File: config.mk
export PLATFORM = sky130hd
export DESIGN_NAME = program_loader
export DESIGN_NICKNAME = d
export VERILOG_FILES = /design/src/rtl/program_loader.sv
export SDC_FILE = /design/constraint.sdc
export NUM_CORES = 1
export LEC_CHECK = 0
export ABC_AREA = 1
export CAP_MARGIN = 10
export CORE_MARGIN = 5
export CORE_UTILIZATION = 47
export DETAILED_ROUTE_END_ITERATION = 8
export GPL_TIMING_DRIVEN = 0
export PLACE_DENSITY = 0.72
export SYNTH_ARGS = -nofsm -noshare
export SYNTH_HDL_FRONTEND = slang
export SYNTH_SLANG_ARGS = --single-unit
File: constraint.sdc
create_clock -name clk -period 2 [get_ports clk]
set_input_delay 0.5 -clock clk [delete_from_list [all_inputs] [get_ports clk]]
set_output_delay 0.5 -clock clk [all_outputs]
set_load 0.01 [all_outputs]
File: src/rtl/program_loader.sv
// program_loader: receives a framed byte stream, writes little-endian words into instruction memory,
// and holds the core in reset until the image checksum has been verified.
module program_loader #(
    parameter int ADDR_W  = 8,
    parameter int TIMEOUT = 1000
) (
    input  logic              clk,
    input  logic              reset,
    input  logic              rx_valid,
    input  logic [7:0]        rx_data,
    output logic              rx_ready,
    output logic              im_we,
    output logic [ADDR_W-1:0] im_addr,
    output logic [31:0]       im_wdata,
    output logic              core_reset,
    output logic [31:0]       pc_start,
    output logic              done,
    output logic              error
);
    typedef enum logic [2:0] {IDLE, LEN, START, DATA, CHK, DONE, ERR} state_t;
    state_t state_q, state_d;
    logic [1:0]      byte_q;
    logic [ADDR_W:0] word_q, len_q;
    logic [31:0]     asm_q, tmo_q, val;
    logic [7:0]      chk_q;
    logic            accept, last, active, timed_out;
    assign accept    = rx_valid & rx_ready;
    assign val       = {rx_data, asm_q[31:8]};
    assign last      = accept && byte_q == 2'd3;
    assign active    = state_q inside {LEN, START, DATA, CHK};
    // An accepted byte always wins over an expiring idle count.
    assign timed_out = TIMEOUT != 0 && active && !accept && tmo_q == 32'(TIMEOUT - 1);
    always_comb begin
        state_d = state_q;
        case (state_q)
            IDLE:  if (accept && rx_data == 8'hA5) state_d = LEN;
            LEN:   if (last) state_d = val > (32'd1 << ADDR_W) ? ERR : START;
            START: if (last) state_d = val[1:0] != 2'b00 ? ERR : (len_q == '0 ? CHK : DATA);
            DATA:  if (last && word_q + 1'b1 == len_q) state_d = CHK;
            CHK:   if (accept) state_d = rx_data == chk_q ? DONE : ERR;
            default: ;
        endcase
        if (timed_out) state_d = ERR;
    end
    always_ff @(posedge clk) begin
        if (reset) begin
            state_q    <= IDLE;
            byte_q     <= '0;
            word_q     <= '0;
            len_q      <= '0;
            asm_q      <= '0;
            tmo_q      <= '0;
            chk_q      <= '0;
            rx_ready   <= 1'b0;
            im_we      <= 1'b0;
            im_addr    <= '0;
            im_wdata   <= '0;
            core_reset <= 1'b1;
            pc_start   <= '0;
            done       <= 1'b0;
            error      <= 1'b0;
        end else begin
            state_q    <= state_d;
            rx_ready   <= !(state_d inside {DONE, ERR});
            core_reset <= state_d != DONE;
            done       <= state_d == DONE;
            error      <= state_d == ERR;
            im_we      <= 1'b0;
            tmo_q      <= (accept || !active) ? '0 : tmo_q + 1'b1;
            if (accept && state_q inside {LEN, START, DATA}) begin
                byte_q <= byte_q + 1'b1;
                asm_q  <= val;
                chk_q  <= chk_q ^ rx_data;
            end
            if (last && state_q == LEN) len_q <= val[ADDR_W:0];
            if (last && state_q == START && val[1:0] == 2'b00) pc_start <= val;
            if (last && state_q == DATA) begin
                im_we    <= 1'b1;
                im_addr  <= word_q[ADDR_W-1:0];
                im_wdata <= val;
                word_q   <= word_q + 1'b1;
            end
        end
    end
endmodule

==> summary.txt <==
Status
  • Status: finished, violations left
  • Violated checks: negative setup slack

Critical path
  • Reg-to-reg startpoint: state_q[0]
  • Critical Path Stages: 8
  • R2R cell count: 8
  • Crit path capture: tmo_q[6]
  • Critical Path Source: state_q[0]
  • Startpoint types: flip-flop
  • Worst path buffer plus inverter count: 3
  • Max Fanout on Critical Path: 10
  • Slowest-stage cell, CP: dfxtp_1
  • Reg2reg end: tmo_q[6]
  • Worst path max stage delay: 0.36 ns
  • Worst setup EP type: flip-flop
  • Worst endpoint required time: 2.36 ns
  • Most numerous cell on the critical path: nor2_1
  • Worst path arrival time: 2.37 ns
  • CP Class: flip-flop to flip-flop
  • Top Family by Delay on Critical Path: simple AND/OR/NAND/NOR gates
  • R2R Setup Slk: -0.01 ns
  • Crit-path cells: nor2_1, nand2_1, a21oi_1, inv_1, nor2_2, inv_2, buf_1, nor2_1

GRT
  • First-pass GRT wire length: 29.4 mm
  • Vias in the first global route: 5,897
  • Antenna violations before repair: 0
  • Met1 usage: 0.294
  • Layer carrying the most global-route usage: met2
  • Overflow after GRT: 0
  • Met3 Usage GRT: 0.0524
  • Largest net degree at the start of global routing: 19
  • Grt met2 use: 0.360
  • Tot GR Track Use: 0.222

Detailed routing
  • Average routed wire per standard cell: 15.6 µm
  • DR vias/cell: 5.29
  • DRT Pass-1 Iters: 7
  • Routed vias: 6,344
  • ANT nets after route: 0
  • DRC violations left: 0
  • Routed WL: 18.7 mm
  • Drt initial violations: 541

Floorplan
  • IO Count: 88
  • Die height: 130 µm
  • Area of the die: 16,900 µm²
  • Core Region: 14,000 µm²
  • Rows: 43
  • Initial core utilization: 0.484
  • Width of the die: 130 µm

STA
  • Slew headroom: 0.641
  • RSZ-0062 raised after global routing: yes
  • Final period util: 1.01
  • Hold Violations, Final: 0
  • Fin worst setup slack: -0.0139 ns
  • FMAX: 0.497 GHz
  • # setup viols final: 5
  • Tmin final: 2.01 ns
  • Clk_skew: 0.0107 ns
  • Max-slew violation count: 0
  • Slew @ Worst Pin: 0.539 ns

Clock tree
  • Clock tree root driver cell: clkbuf_16
  • Clk slew on worst S/H paths: 0.07 ns
  • # clock sinks: 164
  • CTS Buf Count: 17
  • CTS Hold Buffers Added: 0
  • H-tree Lvls: 4
  • Clk Latency, worst-skew pair: 0.44 ns
  • Max clock buf depth: 2
  • TritonCTS clock tree: built

Cells and area
  • Fillers: 1,271
  • Nets: 1,020
  • Commonest non-fill, non-tap cell in the layout: dfxtp_1
  • Share of cells above drive strength 1: 0.126
  • Most frequent cells in the layout: dfxtp_1, o21ai_0, a21oi_1, nor2_1, inv_1
  • Number of antenna repair diodes: 0
  • Area Overhead vs Synth: 28.9%
  • Final Non-Filler Cells: 1,199
  • Register area: 3300 µm²
  • Area of the multi-input gates: 3090 µm²

Yosys
  • Post-synth net total: 909
  • Mapped Avg Cell Area: 7.56 µm²
  • Synth cell types: 36
  • Syn. warnings: 0
  • Main synth FF type: dfxtp_1
  • Fraction of registers with async set/reset: 0
  • Seq cells post-synth: 164
  • EDFF count, synth: 0
  • Synth Cell Area: 6770 µm²
  • Cells after Synth: 895
  • Post-synthesis sequential area ratio: 0.485

Pwr
  • Switching part of the total: 0.247
  • Net Sw Power: 1.64 mW
  • Int Pwr: 5.01 mW
  • P per Cell Area: 763 nW/µm²
  • Total Power: 6.66 mW
  • Comb pwr share: 0.019
  • Peak supply drop: 0.000684 V
  • Clock power share: 0.490
  • P_leak: 3.36 nW
  • Sequential Power Share: 0.490

Place
  • Post-DP HPWL: 12.9 mm
  • Buffers on Ports: 86
  • Setup WS pre-CTS: -0.771 ns
  • Number of cells after detailed placement: 1,161
  • Placer Congestion: 0.903

Worst hold path
  • Hold WC Path Type: flip-flop to flip-flop

Job
  • Number of max-cap violations: 0
tightest hold or removal path: cells and delay by family, from the launching register on:
kind,cells,cell delay [ns]
DFF,1,0.31
and+or+nand+nor,2,0.10
what timing repair did:
item,in CTS,in global routing
gates resized for setup,20,53
endpoints found under the setup margin,93,118
setup buffers,2,5
pin swaps,5,22
layer usage:
metal / part of all wire / vias up
met5: 0 / -
met3: 0.053 / 31
met4: 0.018 / 0
met1: 0.46 / 2954
met2: 0.47 / 172
li1: - / 3187
worst min-delay path by stage:
stage | from | end | cells past startpoint
after detailed placement | pc_start[0] | pc_start[0] | 2
final | pc_start[0] | pc_start[0] | 2
after global routing | pc_start[1] | pc_start[1] | 2
after global placement | pc_start[0] | pc_start[0] | 2
after floorplan | tmo_q[0] | tmo_q[0] | 1
after CTS | tmo_q[0] | tmo_q[0] | 1
synth_stat cells, drive strengths merged (5+ instances only):
cell,count,share of area
nand3,38,0.028
inv,105,0.058
nand2,104,0.060
xnor2,10,0.013
buf,14,0.011
nand4,14,0.014
nor3b,5,0.0070
o21ai,131,0.097
clkbuf,27,0.015
dfxtp,164,0.49
nor3,24,0.020
xor2,6,0.0078
a21oi,114,0.084
nor2,118,0.074
kinds of logic after synthesis:
| group | share of synthesized area |
|---|---|
| simple gates | 0.210 |
| compound gates | 0.194 |
| flops | 0.485 |
| buf+inv | 0.0841 |
| xor+xnor | 0.0207 |
| fa+ha+maj | 0.00555 |
through the flow:
stage / TNS [ns] / hold slack, ns / cell area (µm²) / utilization
after global placement: -68.11 / 0.437 / 7850 / 0.561
after floorplan: 0 / 0.430 / 6770 / -
after CTS: 0 / 0.438 / 8520 / 0.609
final: -0.0252 / 0.446 / 8720 / 0.624
after detailed placement: -73.97 / 0.441 / 7850 / 0.561
after global routing: -2.76 / 0.470 / 8720 / 0.624
registers in the layout, indices dropped and copies added, names as in the netlist:
name and cells:
tmo_q 32, im_addr 8, chk_q 8, state_q 3, byte_q 2, im_wdata 32
error 1, asm_q 24, len_q 9, rx_ready 1, word_q 9, core_reset 1
done 1, im_we 1, pc_start 32
cell type report:
cell class,count,area share
multi-input cells,585,0.354
inverters,105,0.0455
clock buffers,18,0.0503
plain buffers,40,0.0238
well taps,180,0.0258
flip-flops and latches,164,0.378
clock inverters,14,0.0182
repair buffers,93,0.105
power groups by stage:
stage | Sequential (mW) | Clock, mW | Combinational, mW
3_5_place_dp | 3.34 | 0 | 0.127
4_1_cts | 3.27 | 3.27 | 0.129
3_3_place_gp | 3.34 | 0 | 0.127
5_1_grt | 3.26 | 3.43 | 0.141
6_report | 3.26 | 3.27 | 0.129
2_1_floorplan | 3.34 | 0 | 0.0657
(Power assumes the default switching activity.)
